==> src/rtl/seq_divider.sv <==
// seq_divider: multi-cycle restoring integer divider with valid/ready handshakes.
//
// Resolves one quotient bit per clock using an N+1-bit trial subtraction.
// A request accepted in IDLE loads the operands. Each of the following N
// cycles in CALC performs one shift/subtract step. The result is then held in
// DONE until the consumer takes it.
//
// Optional build macro: SIGNED_DIV_EN.
//   Defined   - operands are two's complement. Magnitudes are divided and the
//               signs are fixed up on the CALC->DONE edge.
//   Undefined - unsigned division only, and no sign logic is built.
//
// Ports:
//   clk          rising-edge clock
//   rst_n        asynchronous active-low reset
//   start_valid  request valid
//   start_ready  request can be accepted (IDLE only)
//   dividend     numerator, sampled on accept
//   divisor      denominator, sampled on accept
//   done_valid   result valid, held until consumed
//   done_ready   consumer accepts the result
//   quotient     registered quotient
//   remainder    registered remainder
//   div_by_zero  registered flag: divisor was zero
//   busy         high in CALC or DONE
//
// state | meaning
// IDLE  | waiting for a request, start_ready high
// CALC  | one restoring step per cycle, N cycles
// DONE  | result presented, waiting for done_ready
module seq_divider #(
  parameter int N = 16
) (
  input  logic         clk,
  input  logic         rst_n,
  input  logic         start_valid,
  output logic         start_ready,
  input  logic [N-1:0] dividend,
  input  logic [N-1:0] divisor,
  output logic         done_valid,
  input  logic         done_ready,
  output logic [N-1:0] quotient,
  output logic [N-1:0] remainder,
  output logic         div_by_zero,
  output logic         busy
);

  localparam int CW = $clog2(N);
  localparam logic [CW-1:0] CNT_LAST = CW'(N - 1);
  localparam logic [CW-1:0] CNT_ONE  = CW'(1);

  typedef enum logic [1:0] {IDLE, CALC, DONE} state_t;

  state_t        state, state_nxt;
  logic [CW-1:0] count;
  logic [N-1:0]  q_work;
  logic [N-1:0]  dvsr;
  // The partial remainder stays below the divisor, so its stored form needs
  // only N bits. The (N+1)-th bit exists only in the shifted trial value.
  logic [N-1:0]  rem_work;
  logic [N:0]    rem_shift;
  logic [N:0]    diff;
  logic [N-1:0]  rem_nxt;
  logic [N-1:0]  q_nxt;
  logic [N-1:0]  dvnd_mag;
  logic [N-1:0]  dvsr_mag;
  logic [N-1:0]  q_fix;
  logic [N-1:0]  r_fix;
  logic          accept;

  assign start_ready = (state == IDLE);
  assign busy        = (state != IDLE);
  assign done_valid  = (state == DONE);
  assign accept      = start_valid & start_ready;

  always_comb begin
    rem_shift = {rem_work, q_work[N-1]};
    diff      = rem_shift - {1'b0, dvsr};
    rem_nxt   = diff[N] ? rem_shift[N-1:0] : diff[N-1:0];
    q_nxt     = {q_work[N-2:0], ~diff[N]};
  end

`ifdef SIGNED_DIV_EN
  logic neg_q;
  logic neg_r;

  assign dvnd_mag = dividend[N-1] ? -dividend : dividend;
  assign dvsr_mag = divisor[N-1]  ? -divisor  : divisor;
  // Truncation toward zero: divide the magnitudes, then negate as needed.
  // The most-negative / -1 case yields 2^(N-1) with no negation, which is
  // exactly the most-negative value.
  assign q_fix    = neg_q ? -q_nxt   : q_nxt;
  assign r_fix    = neg_r ? -rem_nxt : rem_nxt;

  always_ff @(posedge clk or negedge rst_n) begin
    if (!rst_n) begin
      neg_q <= 1'b0;
      neg_r <= 1'b0;
    end else if (accept) begin
      neg_q <= dividend[N-1] ^ divisor[N-1];
      neg_r <= dividend[N-1];
    end
  end
`else
  assign dvnd_mag = dividend;
  assign dvsr_mag = divisor;
  assign q_fix    = q_nxt;
  assign r_fix    = rem_nxt;
`endif

  always_ff @(posedge clk or negedge rst_n) begin
    if (!rst_n) state <= IDLE;
    else        state <= state_nxt;
  end

  always_comb begin
    state_nxt = state;
    case (state)
      IDLE: if (accept) state_nxt = (divisor == '0) ? DONE : CALC;
      CALC: if (count == '0) state_nxt = DONE;
      DONE: if (done_ready) state_nxt = IDLE;
      default: state_nxt = IDLE;
    endcase
  end

  always_ff @(posedge clk or negedge rst_n) begin
    if (!rst_n) begin
      count       <= '0;
      q_work      <= '0;
      dvsr        <= '0;
      rem_work    <= '0;
      quotient    <= '0;
      remainder   <= '0;
      div_by_zero <= 1'b0;
    end else if (accept) begin
      dvsr     <= dvsr_mag;
      q_work   <= dvnd_mag;
      rem_work <= '0;
      count    <= CNT_LAST;
      if (divisor == '0) begin
        quotient    <= '1;
        remainder   <= dividend;
        div_by_zero <= 1'b1;
      end
    end else if (state == CALC) begin
      rem_work <= rem_nxt;
      q_work   <= q_nxt;
      count    <= count - CNT_ONE;
      if (count == '0) begin
        quotient    <= q_fix;
        remainder   <= r_fix;
        div_by_zero <= 1'b0;
      end
    end
  end

endmodule

==> config.mk <==
export PLATFORM = sky130hd
export DESIGN_NAME = seq_divider
export DESIGN_NICKNAME = d
export VERILOG_FILES = /design/src/rtl/seq_divider.sv
export SDC_FILE = /design/constraint.sdc
export NUM_CORES = 1
export LEC_CHECK = 0
export CELL_PAD_IN_SITES_DETAIL_PLACEMENT = 1
export CELL_PAD_IN_SITES_GLOBAL_PLACEMENT = 1
export CORE_MARGIN = 3
export CORE_UTILIZATION = 40
export CTS_CLUSTER_SIZE = 10
export DETAILED_ROUTE_END_ITERATION = 12
export PLACE_DENSITY_LB_ADDON = 0.1
export SLEW_MARGIN = 5
export SYNTH_ARGS = -nofsm -noshare
export SYNTH_HDL_FRONTEND = slang
export SYNTH_SLANG_ARGS = --single-unit
==> constraint.sdc <==
create_clock -name clk -period 3.55 [get_ports clk]
set_input_delay 0.5325 -clock clk [delete_from_list [all_inputs] [get_ports clk]]
set_output_delay 0.5325 -clock clk [all_outputs]
set_load 0.02 [all_outputs]
== After elaboration in Yosys (flattened, before gate mapping) ==
Index checks and enable logic that the tools add are counted.
Storage, ports and cells
  flip-flop bits (word level): 87
  bits in latches: 0
  memory bits (writable): 0
  memory bits (read-only): 0
  input port bits: 36
  memories kept: 0
Cells by class
  add/sub/neg operators: 2
  multiply operators: 0
  div/mod/pow operators: 0
  magnitude comparators: 0
  equal/unequal tests: 6
  shifts and indexed selects: 0
  multiplexer cells: 24
  bitwise gates (word level): 2
  reductions and logical operators: 8
Operator list (number)
  two-way mux 16 bit: 13
  subtractor 17 x 16 -> 17 bit: 1
  zero test 16 bit: 1
  two-way mux 2 bit: 4
  two-way mux 4 bit: 2
  != test 2 x 1 -> 1 bit, second input constant: 3
  one-hot mux 2 bit (3 select lines): 1
  AND reduction 3 bit: 2
  nonzero test 2 bit: 3
  zero test 4 bit: 1
  two-way mux 1 bit: 4
  subtractor 4 x 1 -> 4 bit, second input constant: 1
  == test 2 x 1 -> 1 bit, second input constant: 1
  == test 2 bit, second input constant: 1
  zero test 2 bit: 1
  != test 2 bit, second input constant: 1
  AND 1 bit: 1
  NOT 1 bit: 1

== Logic depth before layout (Yosys ltp) ==
  word-level depth: 5
  mapped depth: 11

== Worst setup path after synthesis ==
OpenSTA, ideal clock, no wires.
  path type: register -> register
  from: register q_work[15]
  to: register remainder[12]
  library setup time: 128 ps
  arrival time: 2469 ps
  data required time: 3422 ps
  slack: 953 ps
  stages on the path, launching flop included: 12
  buffers on the path: 1
  clock period less this slack: 2597 ps
  cell sequence: dfrtp_1 -> inv_1 -> ha_1 -> fa_1 -> nand2b_1 -> a21oi_2 -> nor3b_1 -> o31ai_4 -> xor2_4 -> buf_12 -> mux2i_1 -> o22ai_1
On the way
  longest elaborated chain between the ends: 5
Ends and longest elaborated chain
  from (decl): line 56  | logic [N-1:0] q_work;
  from (signal assigned): line 137  | q_work <= dvnd_mag;
  from (signal assigned): line 147  | q_work <= q_nxt;
  subtractor 17 x 16 -> 17 bit: line 78  | diff = rem_shift - {1'b0, dvsr};
  two-way mux 16 bit: line 79  | rem_nxt = diff[N] ? rem_shift[N-1:0] : diff[N-1:0];
  two-way mux 16 bit: line 149  | if (count == '0) begin
  two-way mux 16 bit: line 145  | end else if (state == CALC) begin
  two-way mux 16 bit: line 135  | end else if (accept) begin
  to (signal assigned): line 142  | remainder <= dividend;
  to (signal assigned): line 151  | remainder <= r_fix;
  to (decl): line 43  | output logic [N-1:0] remainder,
Every way passes these cells. The select of a mux whose other input is x is not followed.
A chain may end at the register's enable or synchronous reset.

== Worst setup path in the final report ==
  from: register q_work[15]
  to: register remainder[11]
The elaborated chain is that of the path after synthesis.

==> run metrics <==
Critical Path RT 3760 ps; antenna diode count 0; Synth Area per Inst 9.459 µm²; clk_skew 6.123 ps; worst vdd ir 0.7237 mV; fraction of registers with async set/reset 1.000; CTS sink cnt 87; first-pass GRT wire length 22,900 µm; drt first pass iters 4; largest net degree at the start of global routing 56; Post-layout nets 617; DRT iter0 DRCs 233; cells on worst reg2reg path 11; most common cell after layout, fill and taps aside dfrtp_1; sequential share of the synthesized area 0.4622; Place WS 428.1 ps; wire per inst 19.50 µm; Sw Share 0.4558; Pleak 2.517 nW; Inserted Clock Buffers 9; Fin. Hold Viols 0; routed via count 4,009; critical path type reg2reg; final worst slack 414.3 ps; Logic pwr share 0.607; placed inst area 0.005558 mm²; top_reg_cell synth dfrtp_1; setup violators final 0; Synthesis Warnings 0; P_sw 3.356 mW; # IOs 72; global placement routability congestion 0.8784; Max Clk Rate 318.9 MHz; Max FO, Critical Path 25; sequential power share 0.249; all-layer global routing usage 0.2255; critical path depth 11; chip height 114.5 µm; worst hold path class in2async; Area contributors post-synth dfrtp_1, nand2_1, o21ai_0; CTS tree yes; DRC 0; Die W 114.5 µm; Critical Path Start Type flip-flop; clock power share 0.143; Worst R2R Setup Slack 410 ps; post-route cell area 0.005884 mm²; Area Growth Syn to Fin 24.91%; share of post-route cells with drive strength above 1 0.07042; number of buffer and inverter stages on the critical path 2; worst path arrival time 3340 ps; PD cells 1251 mW/mm²; RSZ-0062 raised after global routing false; Worst Max-Slew Pin Slew 999.8 ps; Total Wirelength 13,870 µm; Clk pin slew, worst setup/hold paths 70 ps; post-route insts no fill 711; die area 0.01311 mm²; # hold bufs at CTS 0; H-tree depth 3; Core ar. 0.01147 mm²; most frequent cells in the layout dfrtp_1, clkdlybuf4s50_1, nand2_1; GRT overflow 0; Layout fillers 1,311; Yosys top cell area share 0.4622; Syn Nets 552; FF-to-FF End remainder[11]; Final TNS setup 0 ps; Routed Antenna Nets 0; WHS 217.0 ps; antenna violations before repair 0; root buf cell clkbuf_16; clock latency on the worst-skew pair 350 ps; vias in the first global route 4,254; internal power 4.008 mW; maxcap violations 0; Crit path largest cell delay 400 ps; Final HPWL DP 10,210 µm; slowest CP cell fa_1; site row count 39; post-synth top area cell dfrtp_1; CP Cell Sequence inv_1, ha_1, fa_1, nand2b_1, a21oi_2, nor3b_1, o31ai_4, xor2_4, buf_4, mux2i_1, o21ai_0; crit path time final 3136 ps; Post-Syn Area 0.004711 mm²; Worst R2R Start q_work[15]; number of enable flip-flop cells after synthesis 0; CTS max path bufs 2; Setup Buffers After CTS 0; relative slew slack 0.3310; Starting Density 0.4108; Max Slew Vio Count 0; Port Buffers 71; Via density 5.639; Crit. End Element flip-flop; final worst-path cycle share 0.8833; Distinct cells, synth 50; placed insts 695; CP delay by family, top compound AO/OA/AOI/OAI gates; Yosys reg bits 87; status complete, no violations; post-CTS resize count 0; Cells after Synth 498
==> stage by stage <==
step	utilization	power [mW]
4_1_cts	0.5131	7.421
3_5_place_dp	0.4847	6.320
3_3_place_gp	0.4847	6.185
2_1_floorplan	-	5.053
6_report	0.5131	7.364
5_1_grt	0.5131	7.965
==> layer usage <==
layer,wire [µm],up-vias,global-route usage
li1,-,1913,-
met1,6407,2023,0.3076
met2,6855,64,0.3683
met3,446,9,0.04651
met4,157,0,0.05463
met5,0,-,0
==> cell usage after synthesis, types with 9 or more instances <==
library cell	count
or3_1	9
nand2_1	69
clkbuf_1	22
o22a_1	16
a21oi_1	41
xnor2_1	10
nand3_1	9
inv_1	22
dfrtp_1	87
nor2_1	19
a22oi_1	19
mux2i_1	12
o21ai_0	50
ha_1	17
==> cell type report <==
type	instances	area (µm²)	area share
clock buffers	9	225.2	0.03827
clock inverters	7	101.3	0.01722
inverters	22	82.58	0.01403
multi-input cells	360	2321	0.3944
flip-flops and latches	87	2177	0.3700
well taps	143	178.9	0.03041
repair buffers	83	798.3	0.1357
==> power by group through the flow <==
stage          registers [mW]  clock network, mW  logic, mW
2_1_floorplan            1.94                  0       3.12
3_3_place_gp             1.83                  0       4.35
3_5_place_dp             1.85                  0       4.47
4_1_cts                  1.84               1.08       4.50
5_1_grt                  1.90               1.13       4.94
6_report                 1.84               1.06       4.47
==> worst max-delay path by stage <==
stage / endpoint / start / slack [ps]
after floorplan: remainder[12] / q_work[15] / 950
after global placement: rem_work[7] / q_work[15] / 550
after detailed placement: remainder[11] / q_work[15] / 430
after CTS: remainder[11] / q_work[15] / 410
after global routing: remainder[11] / q_work[15] / 270
final: remainder[11] / q_work[15] / 410
==> sequential cells by signal (all words and copies together) (netlist names) <==
| name | flops |
|---|---|
| quotient | 16 |
| state | 2 |
| q_work | 16 |
| count | 4 |
| div_by_zero | 1 |
| rem_work | 16 |
| remainder | 16 |
| dvsr | 16 |
==> cells by family after synthesis <==
group                    after synthesis  share of synthesized area
multiplexers                          14                    0.03187
adder cells (fa/ha/maj)               18                    0.04940
XOR/XNOR                              16                    0.03373
buffers and inverters                 51                    0.04648
flip-flops                            87                     0.4622
AO/OA/AOI/OAI                        165                     0.2263
AND/OR/NAND/NOR                      147                     0.1501
Note: power is estimated with default switching activity, not from simulation.
